[config.mk]
export PLATFORM = sky130hd
export DESIGN_NAME = optest_sweeper
export DESIGN_NICKNAME = d
export VERILOG_FILES = /design/src/rtl/optest_sweeper.sv
export SDC_FILE = /design/constraint.sdc
export NUM_CORES = 1
export LEC_CHECK = 0
export BUFFER_PORTS_ARGS = -buffer_cell sky130_fd_sc_hd__buf_2
export CAP_MARGIN = 40
export CORE_MARGIN = 4
export CORE_UTILIZATION = 25
export DETAILED_ROUTE_END_ITERATION = 10
export HOLD_SLACK_MARGIN = 0.1
export PLACE_DENSITY_LB_ADDON = 0.12
export SYNTH_ARGS = -nofsm -noshare
export SYNTH_HDL_FRONTEND = slang
export SYNTH_SLANG_ARGS = --single-unit
[constraint.sdc]
create_clock -name clock -period 3 [get_ports clock]
set_clock_uncertainty 0.15 [all_clocks]
set_input_delay 0.15 -clock clock [delete_from_list [all_inputs] [get_ports clock]]
set_output_delay 0.15 -clock clock [all_outputs]
set_load 0.01 [all_outputs]
[src/rtl/optest_sweeper.sv]
// Exhaustive operand sweeper/checker: issues every (a, b) pair to two operator
// implementations, pairs their in-order results and stops on the first mismatch.
module optest_sweeper #(
  parameter int unsigned WIDTH  = 8,
  parameter int unsigned RWIDTH = 8,
  parameter int unsigned DEPTH  = 4
) (
  input  logic                clock,
  input  logic                reset,
  input  logic                start,
  output logic [WIDTH-1:0]    op_a,
  output logic [WIDTH-1:0]    op_b,
  output logic                op_valid,
  input  logic                op_ready,
  input  logic                res_valid,
  input  logic [RWIDTH-1:0]   res1,
  input  logic [RWIDTH-1:0]   res2,
  output logic                busy,
  output logic                done,
  output logic                error,
  output logic [WIDTH-1:0]    err_a,
  output logic [WIDTH-1:0]    err_b,
  output logic [RWIDTH-1:0]   err_r1,
  output logic [RWIDTH-1:0]   err_r2,
  output logic [2*WIDTH:0]    checked
);

  localparam int unsigned PW = (DEPTH > 1) ? $clog2(DEPTH) : 1;
  localparam int unsigned CW = PW + 1;
  localparam int unsigned NW = 2 * WIDTH + 1;

  typedef enum logic [1:0] {IDLE, RUN, DRAIN, DONE} state_t;

  state_t           state;
  logic [WIDTH-1:0] fifo_a [DEPTH];
  logic [WIDTH-1:0] fifo_b [DEPTH];
  logic [PW-1:0]    wr_ptr;
  logic [PW-1:0]    rd_ptr;
  logic [CW-1:0]    count;
  logic [CW-1:0]    count_next;
  logic             push;
  logic             pop;
  logic             first_mm;
  logic             last_pair;

  // Handshake decode and next FIFO occupancy; results arriving on an empty FIFO are dropped.
  always_comb begin
    push       = op_valid & op_ready;
    pop        = res_valid & (count != '0);
    first_mm   = pop & (res1 != res2) & ~error;
    last_pair  = (op_a == '1) & (op_b == '1);
    count_next = count;
    if (push && !pop) begin
      count_next = count + CW'(1);
    end else if (pop && !push) begin
      count_next = count - CW'(1);
    end
  end

  // Operand-tag storage; only the pointers need reset.
  always_ff @(posedge clock) begin
    if (push) begin
      fifo_a[wr_ptr] <= op_a;
      fifo_b[wr_ptr] <= op_b;
    end
  end

  // Sweep FSM, operand counters, FIFO pointers and result checking.
  always_ff @(posedge clock or posedge reset) begin
    if (reset) begin
      state    <= IDLE;
      op_a     <= '0;
      op_b     <= '0;
      op_valid <= 1'b0;
      busy     <= 1'b0;
      done     <= 1'b0;
      error    <= 1'b0;
      err_a    <= '0;
      err_b    <= '0;
      err_r1   <= '0;
      err_r2   <= '0;
      checked  <= '0;
      wr_ptr   <= '0;
      rd_ptr   <= '0;
      count    <= '0;
    end else begin
      count <= count_next;
      if (push) begin
        wr_ptr <= wr_ptr + PW'(1);
      end
      if (pop) begin
        rd_ptr  <= rd_ptr + PW'(1);
        checked <= checked + NW'(1);
      end
      if (first_mm) begin
        error  <= 1'b1;
        err_a  <= fifo_a[rd_ptr];
        err_b  <= fifo_b[rd_ptr];
        err_r1 <= res1;
        err_r2 <= res2;
      end

      case (state)
        IDLE, DONE: begin
          if (start) begin
            state    <= RUN;
            op_a     <= '0;
            op_b     <= '0;
            op_valid <= 1'b1;
            busy     <= 1'b1;
            done     <= 1'b0;
            error    <= 1'b0;
            err_a    <= '0;
            err_b    <= '0;
            err_r1   <= '0;
            err_r2   <= '0;
            checked  <= '0;
            wr_ptr   <= '0;
            rd_ptr   <= '0;
            count    <= '0;
          end
        end

        RUN: begin
          if (push) begin
            op_b <= op_b + WIDTH'(1);
            if (op_b == '1) begin
              op_a <= op_a + WIDTH'(1);
            end
          end
          // Valid is registered from next occupancy so held operands never lose valid.
          if (first_mm || (push && last_pair)) begin
            op_valid <= 1'b0;
            if (count_next == '0) begin
              state <= DONE;
              busy  <= 1'b0;
              done  <= 1'b1;
            end else begin
              state <= DRAIN;
            end
          end else begin
            op_valid <= (count_next < CW'(DEPTH));
          end
        end

        DRAIN: begin
          op_valid <= 1'b0;
          if (count_next == '0) begin
            state <= DONE;
            busy  <= 1'b0;
            done  <= 1'b1;
          end
        end

        default: begin
          state <= IDLE;
        end
      endcase
    end
  end

endmodule

==> impl_metrics.toml <==
[status]
status = "completed"

[worst_setup_path]
slowest_stage = "or3_1"
crit_chain = "inv_1 -> ha_1 -> mux2i_1 -> a21oi_1 -> o21ai_1 -> or3_1 -> a21oi_1"
timing.rr.start = "state[0]"
r2r_slack_ps = 520
worst_setup_path_start_kind = "register"
critPathMaxStageDelay_ps = 410
required_ps = 3180
rr_endpoint = "op_a[3]"
cp-end-kind = "register"
critPathMaxFanout = 8
reg2reg_depth = 7
criticalPathCategory = "register to register"
crit_top_cell = "a21oi_1"
cp.arrival_ps = 2660

[final_layout]
mostFrequentLayoutCells = "buf_2, dfrtp_1, nor2_1, edfxtp_1, mux2i_1"
fin_nets = 618
multi_input_area_sq_mm = 0.002137
antenna_cells = 0
fillerInstances = 2529
final_common_cell = "buf_2"
drive_gt1_share_pct = 26.25
area.growth.synth_to_final_pct = 27.99
seq_area_sq_mm = 0.003874

[yosys]
syn_nets = 494
synth-seq-area-share_pct = 63.21
ys_ff_latch = 142
synth_xor_area_share_pct = 5.288
synth-edff-count = 64
ys_warn_count = 0
synth_compound_area_share_pct = 3.736
synth.avg_cell_area_sq_um = 13.29
yosys.area_share.adder_pct = 2.450
syn_inst = 461
synthesis.area_sq_mm = 0.006128
async_reset_ff_share_pct = 54.93
yosys.area_share.simple_pct = 11.74
synthDistinctLibCells = 43
synth.area.mux_share_pct = 11.62
synth_top_family_by_area = "simple AND/OR/NAND/NOR gates"
synth-main-ff-cell = "dfrtp_1"

[die]
start_util_pct = 25.27
fp-row-count = 57
die_h_microns = 164.6
die_w_microns = 164.6
dieArea_sq_mm = 0.02708
ios = 90
core-area_sq_mm = 0.02425

[worst_hold_path]
hold_path_class = "input pin to async pin"

[timing]
rsz0062_at_grt = "no"
period_share_pct = 82.73
hold_viol_final = 0
slew_headroom_pct = 68.25
setup_violations = 0
final_max_slew_viol_count = 0
max_freq_mhz = 402.9
tightest_slew_ps = 475.2
finalSetupTns_ps = 0
period_needed_ps = 2482
finalWorstSetupSlack_ps = 518.0

[clock_network]
path_clk_slew_ps = 70
cts_max_level = 4
cts_root_buf = "clkbuf_16"
cts_setup_buffers = 0
cts_tree = "yes"
worst_skew_pair.late_latency_ps = 410
clockBufferDepth = 2
cts_buffers = 17
clkSinkCount = 142

[power]
irDropWorstVdd_mv = 0.2956
swShare_pct = 34.15
seq_power_share_pct = 38.1
p_clk_share_pct = 29.3
p_leak_nw = 3.502
combPwrFrac_pct = 32.6
intPower_mw = 4.699
p_per_area_mw_per_mm2 = 909.8
p_switching_mw = 2.437

[place]
io_buffer_count = 89
dpl.hpwl_microns = 9894
pre_cts_slack_ps = 491.8
gp_congestion = 0.7324

[global_routing]
grt_usage_pct = 11.72
antenna_found_initial = 0
grt_max_degree = 79
grt_pass1_vias = 4164
grt_pass1_wl_microns = 24030
grt_remaining_overflow = 0

[run]
drv_cap = 0

[routing]
vias = 4035
avgRoutedWirePerCell_microns = 16.57
routed_wl_microns = 15280
drc = 0
drtIter0Drc = 181
drt_pre_antenna_iters = 4
via_per_inst = 4.376
final_antenna_net_count = 0
registers in the layout, summed over array words and instances (netlist names), 2 cells and up:
register,count
checked,17
count,3
err_a,8
err_b,8
err_r1,8
err_r2,8
fifo_a,32
fifo_b,32
op_a,8
op_b,8
rd_ptr,2
state,2
wr_ptr,2
worst max-delay path by stage:
| stage | start | end | slack [ps] | cells after the start |
|---|---|---|---|---|
| after floorplan | reset | busy | 700 | 1 |
| after global placement | count[0] | state[1] | 620 | 8 |
| after detailed placement | count[0] | state[1] | 490 | 8 |
| after CTS | state[0] | op_a[3] | 470 | 7 |
| after global routing | state[0] | op_a[3] | 300 | 7 |
| final | state[0] | op_a[3] | 520 | 7 |
cell type report:
| cell class | instances | share of cell area [%] |
|---|---|---|
| multi-input combinational | 291 | 27.25 |
| timing repair buffer | 121 | 10.11 |
| sequential | 142 | 49.39 |
| clock buffer | 18 | 5.471 |
| inverter | 12 | 0.5902 |
| tap | 324 | 5.168 |
| clock inverter | 14 | 2.026 |
power groups by stage:
stage               registers, mW  clock network (mW)  logic (mW)
floorplan                    2.81                   0        1.47
global placement             2.77                   0        2.28
detailed placement           2.76                   0        2.37
CTS                          2.72                2.18        2.40
global route                 2.78                2.25        2.60
finish                       2.72                2.09        2.33
synth_stat cells, types with 9 or more instances:
master | number | area share (%)
nand3_1 | 11 | 0.90
ha_1 | 12 | 2.4
nand2_1 | 31 | 1.9
mux2i_1 | 34 | 5.6
edfxtp_1 | 64 | 31
nor3_1 | 9 | 0.73
a21oi_1 | 10 | 0.82
xor2_1 | 26 | 3.7
inv_1 | 12 | 0.73
xnor2_1 | 11 | 1.6
o21ai_0 | 11 | 0.90
mux4_2 | 16 | 5.9
nand4_1 | 14 | 1.4
nor2_1 | 68 | 4.2
dfrtp_1 | 78 | 32
worst max-delay path: cells and delay by family (launching register included):
family,cells,cell delay [ps]
muxes,1,200
DFF,1,370
buffers and inverters,1,50
and+or+nand+nor,1,410
AOI/OAI and AO/OA,3,830
adders and majority gates,1,380
metal layers:
metal | up-vias | global-route usage, % | wire [microns]
li1 | 1913 | - | -
met1 | 2033 | 15.37 | 6951
met2 | 79 | 19.01 | 7526
met3 | 10 | 2.995 | 595
met4 | 0 | 3.819 | 207
met5 | - | 0 | 0
metrics by stage:
stage	power, mW	util (%)	std cells	hold WS (ps)	area (sq um)
6_report	7.136	32.35	922	233.6	7844
5_1_grt	7.620	32.35	922	277.3	7844
4_1_cts	7.297	32.35	922	247.8	7844
3_5_place_dp	5.128	29.10	870	144.4	7056
3_3_place_gp	5.053	28.98	869	138.4	7028
2_1_floorplan	4.275	-	461	153.0	6128
kinds of logic (layout without fill, tap and decap cells):
family	after synthesis	in the layout
fa+ha+maj	12	12
buf+inv	28	165
mux	51	51
xor+xnor	37	37
flops	142	142
simple gates	156	156
compound gates	35	35
what timing repair did:
action | in CTS | in global routing
resized for setup | 0 | 0
setup endpoints to repair | 0 | 0
hold buffers | 20 | 0
endpoints found under the hold margin | 102 | 0
Power figures use the tool's default switching activity.
